--- src/rtl/ic_bvmul_pkg.sv ---
// Shared definitions for the bvsge(bvmul(x, s), t) witness search block:
// default bit-vector width and the controller state encoding.
package ic_bvmul_pkg;

    localparam int unsigned W_DEFAULT = 4;

    typedef logic [1:0] state_t;

    localparam state_t ST_IDLE   = 2'd0;
    localparam state_t ST_SEARCH = 2'd1;
    localparam state_t ST_DONE   = 2'd2;

endpackage

--- src/rtl/ic_bvsge_bvmul_eval.sv ---
// Combinational predicate P(x) = bvsge(bvmul(x, s), t).
// Ports:
//   x, s, t : W-bit operands
//   p_c     : 1 when the low W bits of x*s, read as signed, are >= signed t
module ic_bvsge_bvmul_eval
    import ic_bvmul_pkg::*;
#(
    parameter int unsigned W = W_DEFAULT
) (
    input  logic [W-1:0] x,
    input  logic [W-1:0] s,
    input  logic [W-1:0] t,
    output logic         p_c
);

    logic [W-1:0] prod_c;

    // Product wraps modulo 2^W; overflow is intentionally ignored.
    always_comb begin
        prod_c = W'(x * s);
        p_c    = ($signed(prod_c) >= $signed(t));
    end

endmodule

--- src/rtl/ic_bvsge_bvmul_search.sv ---
// Check or exhaustively search for x satisfying bvsge(bvmul(x, s), t).
// Ports:
//   clk, rst_n          : clock, synchronous active-low reset
//   in_valid / in_ready : request handshake (ready only in IDLE)
//   mode                : 0 = check x_cand only, 1 = search x = 0 .. 2^W-1
//   s, t, x_cand        : operands, captured on acceptance
//   out_valid/out_ready : result handshake, result held until accepted
//   cand_ok             : P(x_cand)
//   sat                 : a satisfying x exists (cand_ok in check mode)
//   witness             : smallest satisfying x, x_cand in check mode, 0 if unsat
module ic_bvsge_bvmul_search
    import ic_bvmul_pkg::*;
#(
    parameter int unsigned W = W_DEFAULT
) (
    input  logic         clk,
    input  logic         rst_n,
    input  logic         in_valid,
    output logic         in_ready,
    input  logic         mode,
    input  logic [W-1:0] s,
    input  logic [W-1:0] t,
    input  logic [W-1:0] x_cand,
    output logic         out_valid,
    input  logic         out_ready,
    output logic         cand_ok,
    output logic         sat,
    output logic [W-1:0] witness
);

    localparam logic [W-1:0] X_MAX = {W{1'b1}};

    state_t       state_q, state_d;
    logic [W-1:0] cnt_q, cnt_d;
    logic [W-1:0] s_q, s_d;
    logic [W-1:0] t_q, t_d;
    logic         in_ready_q, in_ready_d;
    logic         out_valid_q, out_valid_d;
    logic         cand_ok_q, cand_ok_d;
    logic         sat_q, sat_d;
    logic [W-1:0] witness_q, witness_d;

    logic cand_p_c;
    logic srch_p_c;

    // Candidate is judged on the live inputs so the verdict lands on the accept edge.
    ic_bvsge_bvmul_eval #(.W(W)) u_eval_cand (
        .x   (x_cand),
        .s   (s),
        .t   (t),
        .p_c (cand_p_c)
    );

    // Search uses captured operands so later input changes cannot disturb it.
    ic_bvsge_bvmul_eval #(.W(W)) u_eval_srch (
        .x   (cnt_q),
        .s   (s_q),
        .t   (t_q),
        .p_c (srch_p_c)
    );

    // Next-state and output logic.
    always_comb begin
        state_d     = state_q;
        cnt_d       = cnt_q;
        s_d         = s_q;
        t_d         = t_q;
        out_valid_d = out_valid_q;
        cand_ok_d   = cand_ok_q;
        sat_d       = sat_q;
        witness_d   = witness_q;

        case (state_q)
            ST_IDLE: begin
                if (in_valid && in_ready_q) begin
                    s_d       = s;
                    t_d       = t;
                    cand_ok_d = cand_p_c;
                    cnt_d     = '0;
                    if (mode) begin
                        state_d     = ST_SEARCH;
                        out_valid_d = 1'b0;
                        sat_d       = 1'b0;
                        witness_d   = '0;
                    end else begin
                        state_d     = ST_DONE;
                        out_valid_d = 1'b1;
                        sat_d       = cand_p_c;
                        witness_d   = x_cand;
                    end
                end
            end
            ST_SEARCH: begin
                if (srch_p_c) begin
                    state_d     = ST_DONE;
                    out_valid_d = 1'b1;
                    sat_d       = 1'b1;
                    witness_d   = cnt_q;
                end else if (cnt_q == X_MAX) begin
                    // Last value already tried: stop without wrapping.
                    state_d     = ST_DONE;
                    out_valid_d = 1'b1;
                    sat_d       = 1'b0;
                    witness_d   = '0;
                end else begin
                    cnt_d = cnt_q + W'(1);
                end
            end
            ST_DONE: begin
                if (out_ready) begin
                    state_d     = ST_IDLE;
                    out_valid_d = 1'b0;
                end
            end
            default: begin
                state_d     = ST_IDLE;
                out_valid_d = 1'b0;
            end
        endcase

        in_ready_d = (state_d == ST_IDLE);
    end

    // State and output registers.
    always_ff @(posedge clk) begin
        if (!rst_n) begin
            state_q     <= ST_IDLE;
            cnt_q       <= '0;
            s_q         <= '0;
            t_q         <= '0;
            in_ready_q  <= 1'b1;
            out_valid_q <= 1'b0;
            cand_ok_q   <= 1'b0;
            sat_q       <= 1'b0;
            witness_q   <= '0;
        end else begin
            state_q     <= state_d;
            cnt_q       <= cnt_d;
            s_q         <= s_d;
            t_q         <= t_d;
            in_ready_q  <= in_ready_d;
            out_valid_q <= out_valid_d;
            cand_ok_q   <= cand_ok_d;
            sat_q       <= sat_d;
            witness_q   <= witness_d;
        end
    end

    assign in_ready  = in_ready_q;
    assign out_valid = out_valid_q;
    assign cand_ok   = cand_ok_q;
    assign sat       = sat_q;
    assign witness   = witness_q;

endmodule

--- config.mk ---
export PLATFORM = sky130hd
export DESIGN_NAME = ic_bvsge_bvmul_search
export DESIGN_NICKNAME = d
export VERILOG_FILES = /design/src/rtl/ic_bvmul_pkg.sv /design/src/rtl/ic_bvsge_bvmul_eval.sv /design/src/rtl/ic_bvsge_bvmul_search.sv
export SDC_FILE = /design/constraint.sdc
export NUM_CORES = 1
export LEC_CHECK = 0
export CAP_MARGIN = 25
export CORE_MARGIN = 2
export CORE_UTILIZATION = 57
export CTS_BUF_LIST = sky130_fd_sc_hd__clkbuf_16
export DETAILED_ROUTE_END_ITERATION = 8
export PLACE_DENSITY_LB_ADDON = 0.15
export SETUP_SLACK_MARGIN = 0.3
export SKIP_LAST_GASP = 1
export SLEW_MARGIN = 40
export SYNTH_ARGS = -nofsm -noshare
export SYNTH_HDL_FRONTEND = slang
export SYNTH_SLANG_ARGS = --single-unit
--- constraint.sdc ---
create_clock -name clk -period 8.4 [get_ports clk]
set_clock_uncertainty 0.2 [all_clocks]
set_input_delay 1.68 -clock clk [delete_from_list [all_inputs] [get_ports clk]]
set_output_delay 1.68 -clock clk [all_outputs]
set_load 0.05 [all_outputs]
Word level (Yosys, flattened, before mapping):

Cells that the tools add are included.

* order comparisons: 2
* multiply operators: 2
* eq/ne operators: 8
* reductions and logical operators: 8
* $add $sub $neg: 1
* mux-type cells: 26

Operators with widths (count)
* 2-to-1 mux 4 bit: 7
* one-hot mux 4 bit (2 select lines): 2
* 2-to-1 mux 2 bit: 5
* 2-to-1 mux 1 bit: 9
* greater-or-equal comparator 4 bit: 2
* multiplier 4 x 4 -> 4 bit: 2
* inequality test 2 bit (second input constant): 4
* one-hot mux 2 bit (3 select lines): 1
* AND reduction 3 bit: 2
* adder 4 x 1 -> 4 bit (second input constant): 1
* equality test 4 bit (second input constant): 1
* zero test 2 bit: 2
* AND reduction 4 bit: 1
* inequality test 3 bit (second input constant): 1
* one-hot mux 1 bit (3 select lines): 1
* equality test 2 x 1 -> 1 bit (second input constant): 1
* equality test 2 bit (second input constant): 1
* one-hot mux 1 bit (2 select lines): 1
* AND reduction 2 bit: 1
* nonzero test 2 bit: 1
* logical AND 1 bit: 1

* output and inout port bits: 8
* flip-flop bits (word level): 22
* logic and storage cells: 56
* input bits: 17

Depth between registers and ports, before layout:

Gate-level depths: netlist (run 1).

* depth after elaboration: 5
* depth in mapped cells: 14
* mapped depth without buffers: 13

By module:

From an unflattened synthesis (run 1), not the netlist that was laid out.

* cells, all modules: 191
* area total of the unflattened synthesis: 1545.2 µm²

By module, submodules not included
* ic_bvsge_bvmul_search: cells an instance 125, area an instance 1047.3 µm², times used 1, seq. area each 440.4 µm²
* ic_bvsge_bvmul_eval: cells an instance 33, area an instance 249.0 µm², times used 2, seq. area each 0.0 µm²

Worst setup path before layout (run 1):

No wires, ideal clock.

* path type: in2reg
* from: in x_cand[1]
* to: reg cand_ok_q, in the netlist cand_ok
* cell stages on the path: 11
* arrival time: 3.637 ns
* slack: 4.431 ns
* buffers on the path: 0
* cells stage by stage: and2_1 ha_1 ha_1 ha_1 xnor2_1 xnor2_1 xnor2_1 ha_1 nand2b_1 o311ai_0 a21boi_1

* longest elaborated chain between the ends: 2

RTL lines
* start: declaration: RTL line ic_bvsge_bvmul_search.sv:23 `input logic [W-1:0] x_cand,`
* multiplier 4 x 4 -> 4 bit: RTL line ic_bvsge_bvmul_eval.sv:20 `prod_c = W'(x * s);`
* greater-or-equal comparator 4 bit: RTL line ic_bvsge_bvmul_eval.sv:21 `p_c = ($signed(prod_c) >= $signed(t));`
* end signal: assignment: RTL line ic_bvsge_bvmul_search.sv:143 `cand_ok_q <= cand_ok_d;`
* end: declaration: RTL line ic_bvsge_bvmul_search.sv:39 `logic cand_ok_q, cand_ok_d;`

Every way passes these cells.
A chain may end at the register's enable or synchronous reset.

Worst setup path after layout (run 1):

Ends and elaborated chain as after synthesis.

==> flow_summary.toml, run 1 <==
[clocking]
numCtsBuffers = 3
path_clk_slew_ns = 0.06
clockRootBuffer = "clkbuf_16"
cts.hold.buffers_added = 0
clock_latency_ns = 0.25
cts_resized = 0
cts_tree = "built"
post-cts-setup-buffers = 0
h-tree-depth = 1
cts.sinks = 22
cts_buffer_depth = 2

[layout]
finalInstanceArea_mm2 = 0.00190
regArea_um2 = 440
final_common_cell = "nand2_1"
layout-drive-gt1-share = 0.0571
num-fill-cells = 200
fin_nets = 245
final_cell_mix = "39 x nand2_1, 24 x clkdlybuf4s50_1, 22 x dfxtp_1"
antennaDiodeCount = 0
multi_input_area_mm2 = 0.00105
syn2layout_area_growth_pct = 22.8

[global_route]
grt.overflow.total = 0
antenna_found_initial = 0
grt_pass1_wl_mm = 6.07
grt_pass1_vias = 1390
grt_max_degree = 22
gr-usage-all-layers = 0.240

[setup_path]
critPathLaunchType = "input port"
critPathKind = "in2reg"
cp.arrival_ns = 4.32
critPathRequiredTime_ns = 8.33
cp-end-kind = "flip-flop"
reg2reg_slack_ns = 4.73
cp_max_fo = 4

[synthesis]
synth.area.top_cells = "dfxtp_1 28%, ha_1 14%, nand2_1 9.5%"
yosysSeqAreaShare = 0.285
syn_nets = 222
ys_ff_latch = 22
yosysTopAreaCell = "dfxtp_1"
synthCells = 188
synth_top_area_frac = 0.285
synthDistinctLibCells = 38
ys_warn_count = 0
avgSynthCellArea_um2 = 8.23
syn_area_mm2 = 0.00155

[sta]
timing.fmax_mhz = 227
slew_headroom = 0.537
setup_viol = 0
worst_pin_slew_ns = 0.693
rsz0062_at_grt = "no"
finalSetupTns_ns = 0
layout_min_cycle_time_ns = 4.40
period_share = 0.524
hold_viol = 0
slew_viol_final = 0

[power_and_ir_drop]
p_comb_frac = 0.264
worst_ir_drop_vdd_mv = 0.155
p_int_uw = 246
pwr-share-seq = 0.351
swShare = 0.285
p_leak_uw = 0.000768
p_clk_frac = 0.385
cellPowerDensity_mw_per_mm2 = 181
p_sw_uw = 97.8

[place]
placed_cell_area_mm2 = 0.00179
gp_congestion = 0.767
io_buffers = 24
hpwl_mm = 2.73

[run]
drv_cap = 0

[floorplanning]
rows = 18
initial_utilization = 0.613
core-area_mm2 = 0.00252
die_w_um = 56.1
dieArea_mm2 = 0.00315
io_pins = 25
floorplan.die.height_um = 56.1

[routing]
wl_mm = 3.55
post_drt_wl_per_cell_um = 14.8
drt_first_pass_iters = 4
drt_iter0_markers = 29
route.detailed.drc = 0
via_per_inst = 5.81
vias = 1394
ant_nets = 0

[outcome]
status = "completed"

[min_path]
hp-class = "reg2reg"
## synthesized netlist by cell type
cell type and count:
o21ai_1 1, buf_6 1, nand2b_1 6, clkbuf_1 2, dfxtp_1 22, nor3b_2 2
or2_4 1, o311ai_1 1, nand4_1 4, buf_4 1, a31oi_1 4, o31ai_1 4
nor2b_1 6, a21oi_1 6, o21ai_2 1, buf_2 2, a21boi_0 8, o311ai_0 1
nand2_1 39, o221ai_1 1, o211a_1 1, nand2_2 1, mux2i_1 1, and3_1 1
o21ai_0 3, ha_1 17, a21oi_4 1, nor3_2 1, inv_1 7, and2_1 12
o311a_1 1, nand3_1 2, a21boi_1 1, o211a_4 1, o32ai_1 1, xnor2_1 14
or3_1 1, nor2_1 9
## stage by stage
step	utilization	setup WS (ns)	power, uW	std cells	hold WS, ns
after floorplan	-	4.43	183	188	0.243
after global placement	0.709	3.88	208	236	0.248
after detailed placement	0.709	3.74	212	236	0.260
after CTS	0.750	4.01	343	240	0.268
after global routing	0.753	3.87	357	240	0.284
final	0.753	4.00	343	240	0.267
## worst paths after layout
kind	start	to	depth (start not counted)
max	x_cand[1]	cand_ok	12
min reg2reg	cand_ok	cand_ok	2
min	cand_ok	cand_ok	2
max reg2reg	cnt_q[0]	witness[2]	13
## worst max-delay path: stages
cell	delay, ns
clkdlybuf4s50_1	0.46
and2_1	0.19
ha_1	0.30
ha_1	0.28
ha_1	0.22
xnor2_1	0.18
xnor2_1	0.16
xnor2_1	0.09
ha_1	0.29
nand2b_1	0.07
o311ai_0	0.28
a21boi_1	0.10
## final cells by class
class,count,share of cell area
Sequential cell,22,0.232
Clock buffer,3,0.0395
Multi-Input combinational cell,153,0.553
Timing Repair Buffer,24,0.126
Clock inverter,1,0.0158
Inverter,7,0.0138
Tap cell,30,0.0198
## metal layers
| layer | GRT usage | wire (um) | vias up | share of wire |
|---|---|---|---|---|
| li1 | - | - | 687 | - |
| met1 | 0.306 | 1580 | 671 | 0.45 |
| met2 | 0.407 | 1810 | 30 | 0.51 |
| met3 | 0.0349 | 118 | 6 | 0.033 |
| met4 | 0.0884 | 40 | 0 | 0.011 |
| met5 | 0 | 0 | - | 0 |
## logic make-up after synthesis
kind of cell               share of synthesized area
AOI/OAI and AO/OA                              0.175
xor gates and xnor gates                      0.0793
muxes                                        0.00647
DFF                                            0.285
adders and majority gates                      0.138
buffers and inverters                         0.0405
and+or+nand+nor                                0.277
## power groups by stage
stage                     combinational, uW  clock (uW)  sequential (uW)
after floorplan                        43.9           0              139
after global placement                 86.2           0              122
after detailed placement               89.4           0              122
after CTS                              90.1         132              120
after global routing                   98.3         137              122
final                                  90.5         132              121
## flip-flops by register name, indices dropped and copies added, names as in the netlist
name / flops
witness: 4
cnt_q: 4
s_q: 4
sat: 1
in_ready: 1
cand_ok: 1
state_q: 2
out_valid: 1
t_q: 4
No activity file was read; power rests on OpenSTA's default activity.
==> run 2, diff against run 1 <==
--- a/config.mk
+++ b/config.mk
@@ -7,7 +7,7 @@
 export LEC_CHECK = 0
 export CAP_MARGIN = 25
 export CORE_MARGIN = 2
-export CORE_UTILIZATION = 57
+export CORE_UTILIZATION = 48
 export CTS_BUF_LIST = sky130_fd_sc_hd__clkbuf_16
 export DETAILED_ROUTE_END_ITERATION = 8
 export PLACE_DENSITY_LB_ADDON = 0.15
==> constraint.sdc (replaced) <==
create_clock -name clk -period 3.6 [get_ports clk]
set_clock_uncertainty 0.2 [all_clocks]
set_input_delay 0.72 -clock clk [delete_from_list [all_inputs] [get_ports clk]]
set_output_delay 0.72 -clock clk [all_outputs]
set_load 0.05 [all_outputs]
==> run 2 against run 1 <==
  * Non-clock buffer count grew 12
  * Setup slack lost 3.6 ns
  * Critical path depth grew 1
  * Largest cell class unchanged
==> flow_summary.toml, run 2 (synthesis results as in run 1) <==
[setup_path]
r2r_cells = 13
cp-end-kind = "flip-flop"
cp.arrival_ns = 3.14
critPathRequiredTime_ns = 3.55
critPathLaunchType = "flip-flop"
cp_slowest_cell = "dfxtp_2"
critPathKind = "reg2reg"
cp_max_fo = 5
worstPathCellList = "and2_4, ha_4, ha_4, ha_2, xnor2_2, xnor2_1, xnor2_1, ha_1, nor3b_4, nand2_1, o211a_4, or2_4, o211a_1"
cpPeakStageDelay_ns = 0.33

[floorplanning]
core-area_mm2 = 0.00305
dieArea_mm2 = 0.00369
die_w_um = 60.8
floorplan.die.height_um = 60.8
io_pins = 25
initial_utilization = 0.507
rows = 20

[routing]
drt_iter0_markers = 49
ant_nets = 0
via_per_inst = 5.14
drt_first_pass_iters = 4
post_drt_wl_per_cell_um = 13.4
wl_mm = 3.56
route.detailed.drc = 0
vias = 1367

[power_and_ir_drop]
power.total_uw = 822
swShare = 0.286
cellPowerDensity_mw_per_mm2 = 390
pwr-share-seq = 0.343
p_leak_uw = 0.000854
p_sw_uw = 235
p_comb_frac = 0.282
p_clk_frac = 0.375
worst_ir_drop_vdd_mv = 0.218
p_int_uw = 587

[clocking]
path_clk_slew_ns = 0.06
cts_tree = "built"
clockRootBuffer = "clkbuf_16"
cts.sinks = 22
numCtsBuffers = 3
cts_buffer_depth = 2
cts.hold.buffers_added = 0
clock_latency_ns = 0.25
h-tree-depth = 1

[global_route]
grt_pass1_vias = 1316
gr-usage-all-layers = 0.211
antenna_found_initial = 0
grt_pass1_wl_mm = 5.85
grt.overflow.total = 0
grt_max_degree = 22

[place]
io_buffers = 24
pre_cts_slack_ns = 0.00805
gp_congestion = 0.756
hpwl_mm = 2.72

[sta]
timing.fmax_mhz = 313
layout_min_cycle_time_ns = 3.20
hold_ws_ns = 0.269
hold_viol = 0
period_share = 0.888
finalSetupTns_ns = 0
worst_pin_slew_ns = 0.732
setup_viol = 0
slew_viol_final = 0
rsz0062_at_grt = "yes"
setup_ws_ns = 0.402
slew_headroom = 0.511

[run]
drv_cap = 0

[layout]
fin_nets = 257
syn2layout_area_growth_pct = 36.2
final_cell_mix = "39 x nand2_1, 20 x clkdlybuf4s50_1, 19 x dfxtp_1"
antennaDiodeCount = 0
layout-drive-gt1-share = 0.185
num-fill-cells = 266
utilization = 0.690
final_common_cell = "nand2_1"
multi_input_area_mm2 = 0.00115
regArea_um2 = 444

[min_path]
hp-class = "reg2reg"
hold_path_depth = 2

[outcome]
status = "completed"
## run 2: routing by layer
layer	vias up	global-route usage	routed length, um
li1	719	-	-
met1	630	0.289	1700
met2	16	0.347	1760
met3	2	0.0235	78
met4	0	0.0652	19
met5	-	0	0
## run 2: layout make-up
class / instances / share of cell area
Sequential cell: 22 / 0.211
Inverter: 7 / 0.0125
Timing Repair Buffer: 36 / 0.156
Clock buffer: 3 / 0.0357
Tap cell: 44 / 0.0261
Multi-Input combinational cell: 153 / 0.544
Clock inverter: 1 / 0.0143
## run 2: worst paths after layout
kind / from / end / slack, ns
max: s_q[2] / witness[2] / 0.40
min: cand_ok / cand_ok / 0.27
max reg2reg: s_q[2] / witness[2] / 0.40
min reg2reg: cand_ok / cand_ok / 0.27
## run 2: through the flow
step / instance area (um^2) / instances
6_report: 2110 / 266
3_5_place_dp: 1860 / 257
2_1_floorplan: 1550 / 188
3_3_place_gp: 1860 / 257
5_1_grt: 2110 / 266
4_1_cts: 2020 / 264
## run 2: critical path, delay by kind of cell (launching register included)
family / cells / cell delay (ns)
fa+ha+maj: 4 / 0.96
simple gates: 4 / 0.69
xor+xnor: 3 / 0.42
flops: 1 / 0.33
compound gates: 2 / 0.47
## run 2: power groups by stage
| stage | Combinational, uW | Clock (uW) | Sequential (uW) |
|---|---|---|---|
| 2_1_floorplan | 102 | 0 | 323 |
| 3_3_place_gp | 208 | 0 | 285 |
| 3_5_place_dp | 212 | 0 | 286 |
| 4_1_cts | 221 | 311 | 281 |
| 5_1_grt | 254 | 326 | 284 |
| 6_report | 232 | 308 | 282 |
## run 2: repair_timing
item	CTS	global route
pin swaps	14	19
endpoints found under the setup margin	3	8
resized for setup	11	13
buffers inserted	3	2
==> run 3, diff against run 2 <==
--- a/config.mk
+++ b/config.mk
@@ -7,12 +7,11 @@
 export LEC_CHECK = 0
 export CAP_MARGIN = 25
 export CORE_MARGIN = 2
-export CORE_UTILIZATION = 48
+export CORE_UTILIZATION = 57
 export CTS_BUF_LIST = sky130_fd_sc_hd__clkbuf_16
 export DETAILED_ROUTE_END_ITERATION = 8
 export PLACE_DENSITY_LB_ADDON = 0.15
 export SETUP_SLACK_MARGIN = 0.3
-export SKIP_LAST_GASP = 1
 export SLEW_MARGIN = 40
 export SYNTH_ARGS = -nofsm -noshare
 export SYNTH_HDL_FRONTEND = slang
==> constraint.sdc (replaced) <==
create_clock -name clk -period 4 [get_ports clk]
set_clock_uncertainty 0.2 [all_clocks]
set_input_delay 0.8 -clock clk [delete_from_list [all_inputs] [get_ports clk]]
set_output_delay 0.8 -clock clk [all_outputs]
set_load 0.05 [all_outputs]
==> run 3 against run 2 <==
  * Setup slack improved by 0.028 ns
  * Register-to-register slack improved by 0.03 ns
  * Global-route usage increased by 2.2 points
  * Design area decreased by 9.3%
  * Clock power fell by 10%
  * Power fell by 13%
  * Critical path depth unchanged
  * Highest routed layer unchanged
  * Combinational power fell by 19%
  * Sequential power decreased by 10%
==> flow_summary.toml, run 3 (synthesis results as in run 1) <==
[layout]
utilization = 0.757
antennaDiodeCount = 0
final_cells = 241
final_cell_mix = "39 x nand2_1, 24 x clkdlybuf4s50_1, 21 x dfxtp_1"
syn2layout_area_growth_pct = 23.5
fin_nets = 246
layout-drive-gt1-share = 0.0711
final_common_cell = "nand2_1"
num-fill-cells = 183

[min_path]
hp-class = "reg2reg"
worstHoldEndpoint = "cand_ok"
hold_path_depth = 2
hold_start = "cand_ok"

[power_and_ir_drop]
worst_ir_drop_vdd_mv = 0.288
cellPowerDensity_mw_per_mm2 = 376
p_leak_uw = 0.000775

[routing]
route.detailed.drc = 0
drt_iter0_markers = 52
vias = 1365
post_drt_wl_per_cell_um = 14.1
wl_mm = 3.40
via_per_inst = 5.66
ant_nets = 0
drt_first_pass_iters = 4

[setup_path]
cpPeakStageDelay_ns = 0.36
rr_endpoint = "witness[2]"
critPathLaunchType = "flip-flop"
critPathRequiredTime_ns = 3.95
cp-end-kind = "flip-flop"
r2r_cells = 13
r2r-start = "cnt_q[1]"
critPathKind = "reg2reg"
worstPathCellList = "and2_1, ha_1, ha_1, ha_1, xnor2_1, xnor2_1, xnor2_1, ha_1, nand2b_2, nand2b_1, o211a_4, or2_4, o211a_1"
crit_top_cell = "ha_1"
cp_max_fo = 8
cp_slowest_cell = "dfxtp_2"
cp.arrival_ns = 3.52
reg2reg_slack_ns = 0.43

[global_route]
grt.overflow.total = 0
grt_pass1_vias = 1389
grt_pass1_wl_mm = 5.91
gr-usage-all-layers = 0.232
grt_max_degree = 22
antenna_found_initial = 0

[floorplanning]
floorplan.die.height_um = 56.1
die_w_um = 56.1
dieArea_mm2 = 0.00315
core-area_mm2 = 0.00252
rows = 18
initial_utilization = 0.613
io_pins = 25

[outcome]
status = "completed"

[clocking]
h-tree-depth = 1
clockRootBuffer = "clkbuf_16"
clock_latency_ns = 0.26
cts_tree = "built"
cts_buffer_depth = 2
cts.sinks = 22
cts.hold.buffers_added = 0
path_clk_slew_ns = 0.06
numCtsBuffers = 3

[place]
hpwl_mm = 2.59
dp_cells = 237
gp_congestion = 0.783
pre_cts_slack_ns = 0.230
io_buffers = 24

[sta]
rsz0062_at_grt = "no"
worst_pin_slew_ns = 0.662
layout_min_cycle_time_ns = 3.57
hold_viol = 0
setup_viol = 0
finalSetupTns_ns = 0
slew_viol_final = 0
period_share = 0.892
slew_headroom = 0.558
timing.fmax_mhz = 280
hold_ws_ns = 0.262
setup_ws_ns = 0.430

[run]
drv_cap = 0
## run 3: worst max path at each step
stage / start / endpoint / slack, ns
finish: cnt_q[1] / witness[2] / 0.43
floorplan: cnt_q[0] / witness[2] / 0.74
CTS: cnt_q[1] / witness[2] / 0.35
detailed placement: x_cand[0] / cand_ok / 0.23
global route: x_cand[0] / cand_ok / 0.32
global placement: x_cand[0] / sat / 0.38
## run 3: repair_timing
| action | CTS | global route |
|---|---|---|
| buffers inserted | 0 | 0 |
| endpoints found under the setup margin | 1 | 1 |
| resized for setup | 1 | 1 |
## run 3: cell type report
class / count / area [um^2] / area share
multi-input cells: 153 / 1050 / 0.551
flip-flops and latches: 22 / 442 / 0.231
clock buffers: 3 / 75.1 / 0.0393
inverters: 7 / 26.3 / 0.0138
clock inverters: 1 / 30.0 / 0.0157
repair buffers: 25 / 248 / 0.130
well taps: 30 / 37.5 / 0.0196
## run 3: stage by stage
stage | total power (uW) | cell area, um^2
global route | 751 | 1910
CTS | 719 | 1900
detailed placement | 443 | 1800
global placement | 438 | 1800
finish | 718 | 1910
floorplan | 383 | 1550
## run 3: critical path: cells and delay by family, from the launching register on
kind	cells	cell delay [ns]
flip-flops	1	0.36
AO/OA/AOI/OAI	2	0.39
XOR/XNOR	3	0.53
adder cells (fa/ha/maj)	4	1.07
AND/OR/NAND/NOR	4	0.91
## run 3: power breakdown
group          internal [uW]  switching [uW]  total [uW]
Combinational           78.6             109         188
Clock                    199            78.7         277
Sequential               238            14.9         253
Total                    516             203         718
## run 3: metal layers
metal  up-vias  share of wire  track usage
li1        695              -            -
met1       621           0.45        0.302
met2        43           0.49        0.395
met3         6          0.046       0.0349
met4         0          0.011       0.0714
met5         -              0            0
